## config.mk

```make
export PLATFORM = sky130hd
export DESIGN_NAME = apb_reg_arbiter
export DESIGN_NICKNAME = d
export VERILOG_FILES = /design/src/rtl/apb_reg_arbiter.sv
export SDC_FILE = /design/constraint.sdc
export NUM_CORES = 1
export LEC_CHECK = 0
export ABC_AREA = 1
export CORE_UTILIZATION = 43
export CTS_CLUSTER_SIZE = 28
export DETAILED_ROUTE_END_ITERATION = 16
export PLACE_DENSITY = 0.85
export SYNTH_ARGS = -nofsm -noshare
export SYNTH_HDL_FRONTEND = slang
export SYNTH_SLANG_ARGS = --single-unit
```

## constraint.sdc

```tcl
create_clock -name RegClk -period 7.7 [get_ports RegClk]
set_input_delay 1.54 -clock RegClk [delete_from_list [all_inputs] [get_ports RegClk]]
set_output_delay 1.54 -clock RegClk [all_outputs]
set_load 0.02 [all_outputs]
```

## src/rtl/apb_reg_arbiter.sv

```systemverilog
// Two-requester round-robin arbiter driving a single APB master port into a register bank.
// One transfer in flight; PREADY wait states with an optional timeout abort.
module apb_reg_arbiter #(
   parameter int unsigned ADDR_WIDTH = 8,
   parameter int unsigned TIMEOUT    = 16
) (
   input  logic                    RegClk,
   input  logic                    RegReset,
   input  logic [1:0]              req_valid,
   input  logic [1:0]              req_write,
   input  logic [2*ADDR_WIDTH-1:0] req_addr,
   input  logic [63:0]             req_wdata,
   output logic [1:0]              req_ready,
   output logic [1:0]              rsp_valid,
   output logic [31:0]             rsp_rdata,
   output logic                    rsp_err,
   output logic                    grant_id,
   output logic                    busy,
   output logic [7:0]              err_count,
   output logic                    PSEL,
   output logic                    PENABLE,
   output logic                    PWRITE,
   output logic [ADDR_WIDTH-1:0]   PADDR,
   output logic [31:0]             PWDATA,
   input  logic [31:0]             PRDATA,
   input  logic                    PREADY,
   input  logic                    PSLVERR
);

   localparam logic [1:0] StIdle   = 2'd0;
   localparam logic [1:0] StSetup  = 2'd1;
   localparam logic [1:0] StAccess = 2'd2;

   // Counter only needs to reach TIMEOUT-1; it simply wraps when TIMEOUT is 0.
   localparam int unsigned CntW = (TIMEOUT > 1) ? $clog2(TIMEOUT) : 1;

   logic [1:0]            state_q, state_d;
   logic                  last_grant_q;
   logic                  grant_q;
   logic [ADDR_WIDTH-1:0] addr_q;
   logic [31:0]           wdata_q;
   logic                  write_q;
   logic [CntW-1:0]       wait_cnt_q;
   logic [1:0]            rsp_valid_q;
   logic [31:0]           rsp_rdata_q;
   logic                  rsp_err_q;
   logic [7:0]            err_count_q;

   logic grant_sel;
   logic start;
   logic done_ok;
   logic timed_out;
   logic finish;
   logic fin_err;

   always_comb begin
      // Contest goes to the requester that did not win last time.
      grant_sel = (req_valid == 2'b11) ? ~last_grant_q : req_valid[1];
      start     = (state_q == StIdle) && (|req_valid);
      req_ready = start ? {grant_sel, ~grant_sel} : 2'b00;
      done_ok   = (state_q == StAccess) && PREADY;
      timed_out = (state_q == StAccess) && !PREADY && (TIMEOUT != 0) &&
                  (wait_cnt_q == CntW'(TIMEOUT - 1));
      finish    = done_ok || timed_out;
      fin_err   = timed_out || PSLVERR;
      state_d   = state_q;
      case (state_q)
         StIdle:   if (start) state_d = StSetup;
         StSetup:  state_d = StAccess;
         StAccess: if (finish) state_d = StIdle;
         default:  state_d = StIdle;
      endcase
   end

   always_ff @(posedge RegClk or posedge RegReset) begin
      if (RegReset) begin
         state_q      <= StIdle;
         last_grant_q <= 1'b1;
         grant_q      <= 1'b0;
         addr_q       <= '0;
         wdata_q      <= '0;
         write_q      <= 1'b0;
         wait_cnt_q   <= '0;
         rsp_valid_q  <= 2'b00;
         rsp_rdata_q  <= '0;
         rsp_err_q    <= 1'b0;
         err_count_q  <= '0;
      end else begin
         state_q <= state_d;
         if (start) begin
            last_grant_q <= grant_sel;
            grant_q      <= grant_sel;
            addr_q       <= grant_sel ? req_addr[2*ADDR_WIDTH-1:ADDR_WIDTH]
                                      : req_addr[ADDR_WIDTH-1:0];
            wdata_q      <= grant_sel ? req_wdata[63:32] : req_wdata[31:0];
            write_q      <= grant_sel ? req_write[1] : req_write[0];
         end
         if (state_q == StSetup) begin
            wait_cnt_q <= '0;
         end else if ((state_q == StAccess) && !PREADY) begin
            wait_cnt_q <= wait_cnt_q + CntW'(1);
         end
         rsp_valid_q <= finish ? {grant_q, ~grant_q} : 2'b00;
         if (finish) begin
            rsp_rdata_q <= (done_ok && !write_q) ? PRDATA : 32'h0;
            rsp_err_q   <= fin_err;
            if (fin_err && (err_count_q != 8'hFF)) begin
               err_count_q <= err_count_q + 8'd1;
            end
         end
      end
   end

   assign rsp_valid = rsp_valid_q;
   assign rsp_rdata = rsp_rdata_q;
   assign rsp_err   = rsp_err_q;
   assign grant_id  = grant_q;
   assign busy      = (state_q != StIdle);
   assign err_count = err_count_q;
   assign PSEL      = (state_q != StIdle);
   assign PENABLE   = (state_q == StAccess);
   assign PWRITE    = write_q;
   assign PADDR     = addr_q;
   assign PWDATA    = wdata_q;

endmodule

```

# After elaboration in Yosys (flattened, before gate mapping)

Cells that the tools add are included.

Bits in registers: 92
Latch bits: 0
Bits in writable memories: 0
Memory bits (read-only): 0
Output and inout bits: 90
Word-level logic and storage cells: 51
Memories kept: 0

Add/subtract/negate cells: 2
Multipliers: 0
Divide/modulo/power cells: 0
Order comparisons: 0
Equality and inequality tests: 7
Shift-type cells: 0
Multiplexer cells: 12
Bitwise gates (word level): 3
Reductions and logical operators: 16

Operators by type and width:

| operator                                       | count |
|---|---|
| 2-to-1 mux 32 bit                              | 2 |
| adder 8 x 1 -> 8 bit (second input constant)   | 1 |
| 2-to-1 mux 2 bit                               | 4 |
| 2-to-1 mux 4 bit                               | 2 |
| 2-to-1 mux 8 bit                               | 1 |
| != test 8 bit (second input constant)          | 1 |
| logical AND 1 bit                              | 6 |
| one-hot mux 2 bit (3 select lines)             | 1 |
| adder 4 x 1 -> 4 bit (second input constant)   | 1 |
| == test 2 bit (second input constant)          | 2 |
| == test 4 bit (second input constant)          | 1 |
| AND reduction 2 bit                            | 2 |
| nonzero test 2 bit                             | 2 |
| inverter 1 bit                                 | 3 |
| == test 2 x 1 -> 1 bit (second input constant) | 1 |
| zero test 1 bit                                | 2 |
| zero test 2 bit                                | 1 |
| logical OR 1 bit                               | 2 |
| 2-to-1 mux 1 bit                               | 2 |
| != test 2 x 1 -> 1 bit (second input constant) | 1 |
| != test 2 bit (second input constant)          | 1 |
| OR reduction 2 bit                             | 1 |

# Depth between registers and ports, before layout

Gate-level depths: netlist of run 1.

Word-level depth: 6
Gate-level depth with buffers: 8
Mapped depth without buffers: 8

# Least setup slack after synthesis of run 1

OpenSTA, ideal clock, no wires.

Path kind: input -> output
Start point: input req_valid[0]
End point: output req_ready[1]
Arrival: 2.107 ns
Slack: 4.053 ns
Stages on the path: 4
Path through: nand2_1 -> nand2_1 -> nor2_4 -> buf_2

Longest elaborated chain between the ends: 3
Elaborated cells between the ends (all ways): 5
Those cells by class: 1 x eq/ne; 2 x mux; 2 x reduce/logical

RTL lines:

| what                                                         | RTL line | text |
|---|---|---|
| start: declaration                                           | 9        | `input logic [1:0] req_valid,` |
| == test 2 bit / OR reduction 2 bit (equally long branches)   | 58, 59   |  |
| 2-to-1 mux 1 bit / logical AND 1 bit (equally long branches) | 58, 59   |  |
| 2-to-1 mux 2 bit *                                           | 60       | `req_ready = start ? {grant_sel, ~grant_sel} : 2'b00;` |
| end: declaration                                             | 13       | `output logic [1:0] req_ready,` |

Every way passes the cells marked *; elsewhere a longest branch is shown, timed or not.

# Worst setup path in the final report of run 1

Start point: input req_valid[1]
End point: output req_ready[0]

Longest elaborated chain between the ends: 4
Elaborated cells between the ends (all ways): 6
Those cells by class: 1 x eq/ne; 2 x mux; 1 x bitwise; 2 x reduce/logical

RTL lines:

| what               | RTL line | text |
|---|---|---|
| == test 2 bit      | 58       | `grant_sel = (req_valid == 2'b11) ? ~last_grant_q : req_valid[1];` |
| 2-to-1 mux 1 bit   | 58       |  |
| inverter 1 bit     | 60       |  |
| 2-to-1 mux 2 bit * | 60       |  |

Marked as above.

==> flow_metrics.tcl, run 1 <==
set metrics [dict create \
    setup.worst_path.start "req_valid[1]" \
    timing.critical_path.to_type "output port" \
    clock_sinks 92 \
    antenna_violations_before_repair 0 \
    n_antenna_cell 0 \
    flops_latches_synth 92 \
    post_cts.repair.setup_buffers 0 \
    synth_simple_gate_area_share_pct 29.0 \
    timing.final.crit_period_ns 5.45 \
    powerDensity_nw_per_um2 379 \
    clock_tree_from_tritoncts "yes" \
    fp.dieArea_um2 10000 \
    post_dp_cell_area_um2 6300 \
    worst_hold_startpoint "last_grant_q" \
    design_power_mw 2.48 \
    drive_above_1_share_pct 7.43 \
    synth.distinct_cells 29 \
    worst_ir_drop_vdd_mv 0.278 \
    placementRows 35 \
    track_usage_pct 23.0 \
    worst_ep_required_ns 6.16 \
    place.gp.congestion 0.865 \
    synth.yosys.warnings 0 \
    synth_area_per_cell_um2 8.62 \
    rsz0062_at_grt "no" \
    run_status "finished clean" \
    drt_wl_total_mm 11.6 \
    cts_max_path_buffers 2 \
    path_class "input port to output port" \
    hp-class "register to register" \
    synth_mux_area_share_pct 0.241 \
    cts.hold.buffers_added 0 \
    via_per_inst 4.92 \
    grt_first_pass_wirelength_mm 18.2 \
    ff2ff_setup_slack_ns 5.43 \
    reg2reg_from "wait_cnt_q[0]" \
    cts_resized 0 \
    drc_errors 0 \
    setup_viol_count_final 0 \
    floorplan.core_area_um2 9280 \
    synth_compound_area_share_pct 7.00 \
    achievable-frequency_mhz 183 \
    initialDrtViolationCount 184 \
    post_synth_net_total 603 \
    report.final.slew_viol_count 0 \
    n_fill_cell 744 \
    synth.cell_area_um2 4150 \
    initial_core_util_pct 44.7 \
    clock_insertion_delay_worst_skew_ns 0.35 \
    timing.max_slew.rel_slack_pct 26.2 \
    final_cell_area_um2 6560 \
    num_vias 4012 \
    detail-route-antenna-nets 0 \
    detailedPlacementHpwl_mm 8.41 \
    port_buffers 209 \
    worst_r2r_endpoint "err_count[6]" \
    arrival_ns 3.91 \
    area.growth.synth_to_final_pct 58.2 \
    worst_hold_path.endpoint "last_grant_q" \
    numCtsBuffers 9 \
    global_route.overflow_total 0 \
    ios 210 \
    period_share_pct 70.8 \
    clk_transition_reported_paths_ns 0.08 \
    setup_total_negative_slack_ns 0 \
    fin_nets 803 \
    postSynthCellCount 481 \
    synth_xor_area_share_pct 0.422 \
    largest_family_of_logic_cells_by_synthesized_area "simple AND/OR/NAND/NOR gates" \
    timing.hold.worst_path_depth 2 \
    leakage_nw 3.06 \
    via_count_of_the_first_global_routing_pass 3854 \
    cp-start-kind "input port" \
    finalHoldViolCount 0 \
    tightest_slew_ns 1.10 \
    synth_fa_ha_area_share_pct 0.604 \
    critical_path.max_fanout 44 \
    cts_htree_levels 3 \
    clock_tree.root_cell "sky130_fd_sc_hd__clkbuf_8" \
    firstDrtPassIters 4 \
    dieWidth_um 100 \
    grt_max_degree 61 \
    die_y_um 100 \
    route.detailed.wl_per_inst_um 14.2 \
    setup_skew_after_layout_ns 0.0125 \
    r2r_cells 8 \
    sequential_element_share_of_the_synthesized_area_pct 55.6 \
    cap_viol_max_count 0 \
]
[how the worst max path moves through the flow]
stage | to | cells past startpoint
detailed placement | req_ready[0] | 5
global placement | req_ready[0] | 5
floorplan | PADDR[0] | 1
finish | req_ready[0] | 5
CTS | req_ready[0] | 5
global route | req_ready[0] | 5
[layout by cell type, fill, tap and decap left out, types with 2 or more instances in the layout]
| cell type | n |
|---|---|
| sky130_fd_sc_hd__o21ai_0 | 7 |
| sky130_fd_sc_hd__nand3b_1 | 2 |
| sky130_fd_sc_hd__o21ai_2 | 20 |
| sky130_fd_sc_hd__bufinv_16 | 3 |
| sky130_fd_sc_hd__nand2_2 | 2 |
| sky130_fd_sc_hd__inv_1 | 46 |
| sky130_fd_sc_hd__nor2_4 | 2 |
| sky130_fd_sc_hd__nor2_1 | 9 |
| sky130_fd_sc_hd__nand3_1 | 89 |
| sky130_fd_sc_hd__clkinv_4 | 2 |
| sky130_fd_sc_hd__o21ai_1 | 10 |
| sky130_fd_sc_hd__clkbuf_8 | 11 |
| sky130_fd_sc_hd__clkdlybuf4s50_1 | 209 |
| sky130_fd_sc_hd__dfrtp_1 | 91 |
| sky130_fd_sc_hd__buf_4 | 2 |
| sky130_fd_sc_hd__nand2_1 | 165 |
| sky130_fd_sc_hd__ha_1 | 2 |
[metal layers]
| layer | vias up | share of wire, % | global-route usage, % |
|---|---|---|---|
| li1 | 1922 | - | - |
| met1 | 1903 | 40 | 27.4 |
| met2 | 172 | 50 | 40.3 |
| met3 | 15 | 8.4 | 6.41 |
| met4 | 0 | 1.6 | 7.02 |
| met5 | - | 0 | 0 |
[cells in the mapped netlist]
cell type | instances | area (um^2)
sky130_fd_sc_hd__xor2_1 | 1 | 8.76
sky130_fd_sc_hd__nand2_2 | 2 | 12.5
sky130_fd_sc_hd__buf_6 | 3 | 33.8
sky130_fd_sc_hd__nor2_2 | 1 | 6.26
sky130_fd_sc_hd__dfrtp_1 | 91 | 2280
sky130_fd_sc_hd__clkbuf_1 | 6 | 22.5
sky130_fd_sc_hd__nand3_2 | 1 | 10.0
sky130_fd_sc_hd__nand4_2 | 1 | 12.5
sky130_fd_sc_hd__nor2_4 | 2 | 22.5
sky130_fd_sc_hd__buf_2 | 10 | 50.1
sky130_fd_sc_hd__mux2i_1 | 1 | 10.0
sky130_fd_sc_hd__a21oi_1 | 1 | 5.00
sky130_fd_sc_hd__dfstp_2 | 1 | 26.3
sky130_fd_sc_hd__nand2_1 | 165 | 619
sky130_fd_sc_hd__o21ai_0 | 7 | 35.0
sky130_fd_sc_hd__a21oi_4 | 1 | 16.3
sky130_fd_sc_hd__nor2_1 | 9 | 33.8
sky130_fd_sc_hd__buf_4 | 1 | 7.51
sky130_fd_sc_hd__o21ai_1 | 10 | 50.1
sky130_fd_sc_hd__buf_1 | 2 | 7.51
sky130_fd_sc_hd__nand2_4 | 1 | 11.3
sky130_fd_sc_hd__ha_1 | 2 | 25.0
sky130_fd_sc_hd__inv_1 | 47 | 176
sky130_fd_sc_hd__nand3_1 | 89 | 445
sky130_fd_sc_hd__o21ai_2 | 21 | 184
sky130_fd_sc_hd__nor3_1 | 1 | 5.00
sky130_fd_sc_hd__nand3b_1 | 2 | 15.0
sky130_fd_sc_hd__xnor2_1 | 1 | 8.76
sky130_fd_sc_hd__or2_4 | 1 | 8.76
[worst max-delay path, stage by stage]
cell                              delay [ns]
sky130_fd_sc_hd__clkdlybuf4s50_1        0.52
sky130_fd_sc_hd__o21ai_4                0.92
sky130_fd_sc_hd__a21oi_4                0.01
sky130_fd_sc_hd__buf_4                  0.32
sky130_fd_sc_hd__clkdlybuf4s50_1        0.59
[state kept, by name, indices dropped and copies added, names as in the netlist]
| register | cells |
|---|---|
| PADDR | 8 |
| PWDATA | 32 |
| PWRITE | 1 |
| err_count | 8 |
| grant_id | 1 |
| last_grant_q | 1 |
| rsp_err | 1 |
| rsp_rdata | 32 |
| rsp_valid | 2 |
| state_q | 2 |
| wait_cnt_q | 4 |
[power by group]
| group | leakage, nW | internal [mW] | switching [mW] |
|---|---|---|---|
| clock | 0.130 | 0.235 | 0.170 |
| sequential | 1.16 | 0.698 | 0.132 |
| combinational | 1.76 | 0.573 | 0.677 |
[cell families after synthesis]
family	after synthesis
and+or+nand+nor	275
DFF	92
buffers and inverters	69
AOI/OAI and AO/OA	40
xor gates and xnor gates	2
adders and majority gates	2
muxes	1
[metrics by stage]
step | hold slack, ns | util [%] | setup WS, ns | instances
finish | 0.484 | 70.7 | 2.25 | 815
global route | 0.521 | 70.7 | 2.08 | 815
CTS | 0.487 | 70.7 | 2.23 | 815
detailed placement | 0.465 | 67.9 | 2.24 | 799
global placement | 0.469 | 67.9 | 2.30 | 799
floorplan | 0.447 | - | 3.77 | 481
[final cells by class]
cell class	instances	area, um^2	area share [%]
multi-input cells	320	1550	23.7
repair buffers	211	2110	32.1
clock buffers	11	151	2.31
flip-flops and latches	92	2300	35.1
well taps	129	161	2.46
inverters	47	178	2.71
clock inverters	5	108	1.64
No activity file was read; power rests on OpenSTA's default activity.
==> inputs of run 2 (changes only) <==
--- a/config.mk
+++ b/config.mk
@@ -6,10 +6,10 @@
 export NUM_CORES = 1
 export LEC_CHECK = 0
 export ABC_AREA = 1
-export CORE_UTILIZATION = 43
+export CORE_UTILIZATION = 36
 export CTS_CLUSTER_SIZE = 28
 export DETAILED_ROUTE_END_ITERATION = 16
-export PLACE_DENSITY = 0.85
+export PLACE_DENSITY = 0.76
 export SYNTH_ARGS = -nofsm -noshare
 export SYNTH_HDL_FRONTEND = slang
 export SYNTH_SLANG_ARGS = --single-unit
==> constraint.sdc (replaced) <==
create_clock -name RegClk -period 4.86 [get_ports RegClk]
set_input_delay 0.972 -clock RegClk [delete_from_list [all_inputs] [get_ports RegClk]]
set_output_delay 0.972 -clock RegClk [all_outputs]
set_load 0.02 [all_outputs]
==> run 2 against run 1 <==
Net effect: combinational power is 59% higher; non-clock buffer count grew 2; die area up 19%; utilization is 11 points lower; highest routed layer unchanged; final cell count increased by 1.6%.
==> flow_metrics.tcl, run 2 (synthesis gave the netlist of run 1 again) <==
set metrics [dict create \
    setup_skew_after_layout_ns 0.00677 \
    clock_tree_from_tritoncts "yes" \
    detailedPlacementHpwl_mm 9.05 \
    num_vias 4024 \
    timing.critical_path.to_type "output port" \
    final_cell_area_um2 6620 \
    cap_viol_max_count 0 \
    rsz0062_at_grt "no" \
    initial_core_util_pct 37.6 \
    setup_total_negative_slack_ns 0 \
    area.growth.synth_to_final_pct 59.7 \
    grt_max_degree 71 \
    grt_use_met3_pct 8.54 \
    fin_nets 805 \
    grt_first_pass_wirelength_mm 19.2 \
    layout.cells.most_common_list "209 x sky130_fd_sc_hd__clkdlybuf4s50_1, 165 x sky130_fd_sc_hd__nand2_1, 91 x sky130_fd_sc_hd__dfrtp_1" \
    die_y_um 109 \
    register_area_um2 2300 \
    layoutNonFillerInstCount 828 \
    dieWidth_um 109 \
    cts_resized 0 \
    antenna_violations_before_repair 0 \
    arrival_ns 2.46 \
    initialDrtViolationCount 178 \
    tightest_slew_ns 0.861 \
    hp-class "register to register" \
    worst_r2r_endpoint "err_count[4]" \
    multi_input_comb_area_um2 1550 \
    fp.dieArea_um2 12000 \
    leakage_nw 3.08 \
    worst_ep_required_ns 3.89 \
    r2r_cells 8 \
    total_instance_count_after_detailed_placement 812 \
    via_per_inst 4.86 \
    cts_max_path_buffers 2 \
    post_dp_cell_area_um2 6330 \
    grt_util_met1_pct 23.6 \
    cts.hold.buffers_added 0 \
    firstDrtPassIters 7 \
    clock_sinks 92 \
    post_cts.repair.setup_buffers 0 \
    clk_transition_reported_paths_ns 0.06 \
    critical_path.max_fanout 3 \
    placementRows 38 \
    fin_ws_ns 1.42 \
    track_usage_pct 21.2 \
    worst_hold_startpoint "last_grant_q" \
    global_route.usage.met2_pct 36.9 \
    global_route.overflow_total 0 \
    run_status "finished clean" \
    detail-route-antenna-nets 0 \
    cts_htree_levels 3 \
    numCtsBuffers 9 \
    reg2reg_from "wait_cnt_q[0]" \
    port_buffers 209 \
    setup_viol_count_final 0 \
    clock_insertion_delay_worst_skew_ns 0.34 \
    worst_hold_path.endpoint "last_grant_q" \
    timing.hold.worst_path_depth 2 \
    drc_errors 0 \
    via_count_of_the_first_global_routing_pass 3967 \
    ff2ff_setup_slack_ns 2.52 \
    finalHoldViolCount 0 \
    report.final.slew_viol_count 0 \
    path_class "input port to output port" \
    period_share_pct 70.7 \
    grt-busiest-layer "met2" \
    timing.max_slew.rel_slack_pct 42.6 \
    route.detailed.wl_per_inst_um 15.0 \
    floorplan.core_area_um2 11000 \
    n_antenna_cell 0 \
    powerDensity_nw_per_um2 605 \
    drive_above_1_share_pct 7.70 \
    pre_cts_ws_ns 1.41 \
    layout_commonest_cell "sky130_fd_sc_hd__clkdlybuf4s50_1" \
    achievable-frequency_mhz 291 \
    clock_tree.root_cell "sky130_fd_sc_hd__clkbuf_16" \
    drt_wl_total_mm 12.4 \
    cp-start-kind "input port" \
    ios 210 \
    n_fill_cell 981 \
    timing.final.crit_period_ns 3.44 \
    place.gp.congestion 0.778 \
    worst_ir_drop_vdd_mv 0.420 \
]
-- run 2: cell count changes in the layout (fill, tap and decap cells not counted), sizes merged --
cell	before	now
bufinv	3	1
clkbuf	11	9
clkinvlp	0	1
clkinv	3	4
buf	2	4
inv	46	48
-- run 2: area by class of cell --
cell class / count / share of cell area [%]
clock buffers: 9 / 3.40
well taps: 140 / 2.64
repair buffers: 213 / 32.0
multi-input cells: 320 / 23.4
clock inverters: 7 / 1.00
inverters: 47 / 2.70
flip-flops and latches: 92 / 34.8
-- run 2: per-stage QoR --
stage	total power [mW]	utilization, %	hold slack (ns)
2_1_floorplan	2.37	-	0.447
3_3_place_gp	3.29	57.4	0.469
3_5_place_dp	3.33	57.4	0.469
4_1_cts	4.05	60.0	0.480
5_1_grt	4.27	60.0	0.512
6_report	4.01	60.0	0.481
-- run 2: per-layer routing --
| layer | wire length (um) | share of wire (%) | up-vias |
|---|---|---|---|
| met3 | 1240 | 10 | 18 |
| met4 | 243 | 2.0 | 0 |
| met1 | 4740 | 38 | 1913 |
| met5 | 0 | 0 | - |
| met2 | 6220 | 50 | 161 |
| li1 | - | - | 1932 |
-- run 2: report_power, final --
part           internal, mW  switching (mW)
Combinational         0.911            1.08
Clock                 0.397           0.296
Sequential             1.11           0.214
Total                  2.42            1.59
-- run 2: worst max path at each step --
stage | startpoint | endpoint | slack [ns] | cells after the start
after global routing | req_valid[1] | req_ready[1] | 1.36 | 4
after floorplan | RegReset | PADDR[0] | 1.50 | 1
after CTS | req_valid[1] | req_ready[1] | 1.41 | 4
final | req_valid[1] | req_ready[1] | 1.42 | 4
after global placement | req_valid[1] | req_ready[0] | 1.42 | 4
after detailed placement | req_valid[1] | req_ready[1] | 1.41 | 4
-- run 2: worst max-delay path: stages --
cell	delay, ns
sky130_fd_sc_hd__clkdlybuf4s50_1	0.60
sky130_fd_sc_hd__nand2_1	0.13
sky130_fd_sc_hd__nor2_4	0.12
sky130_fd_sc_hd__clkdlybuf4s50_1	0.64
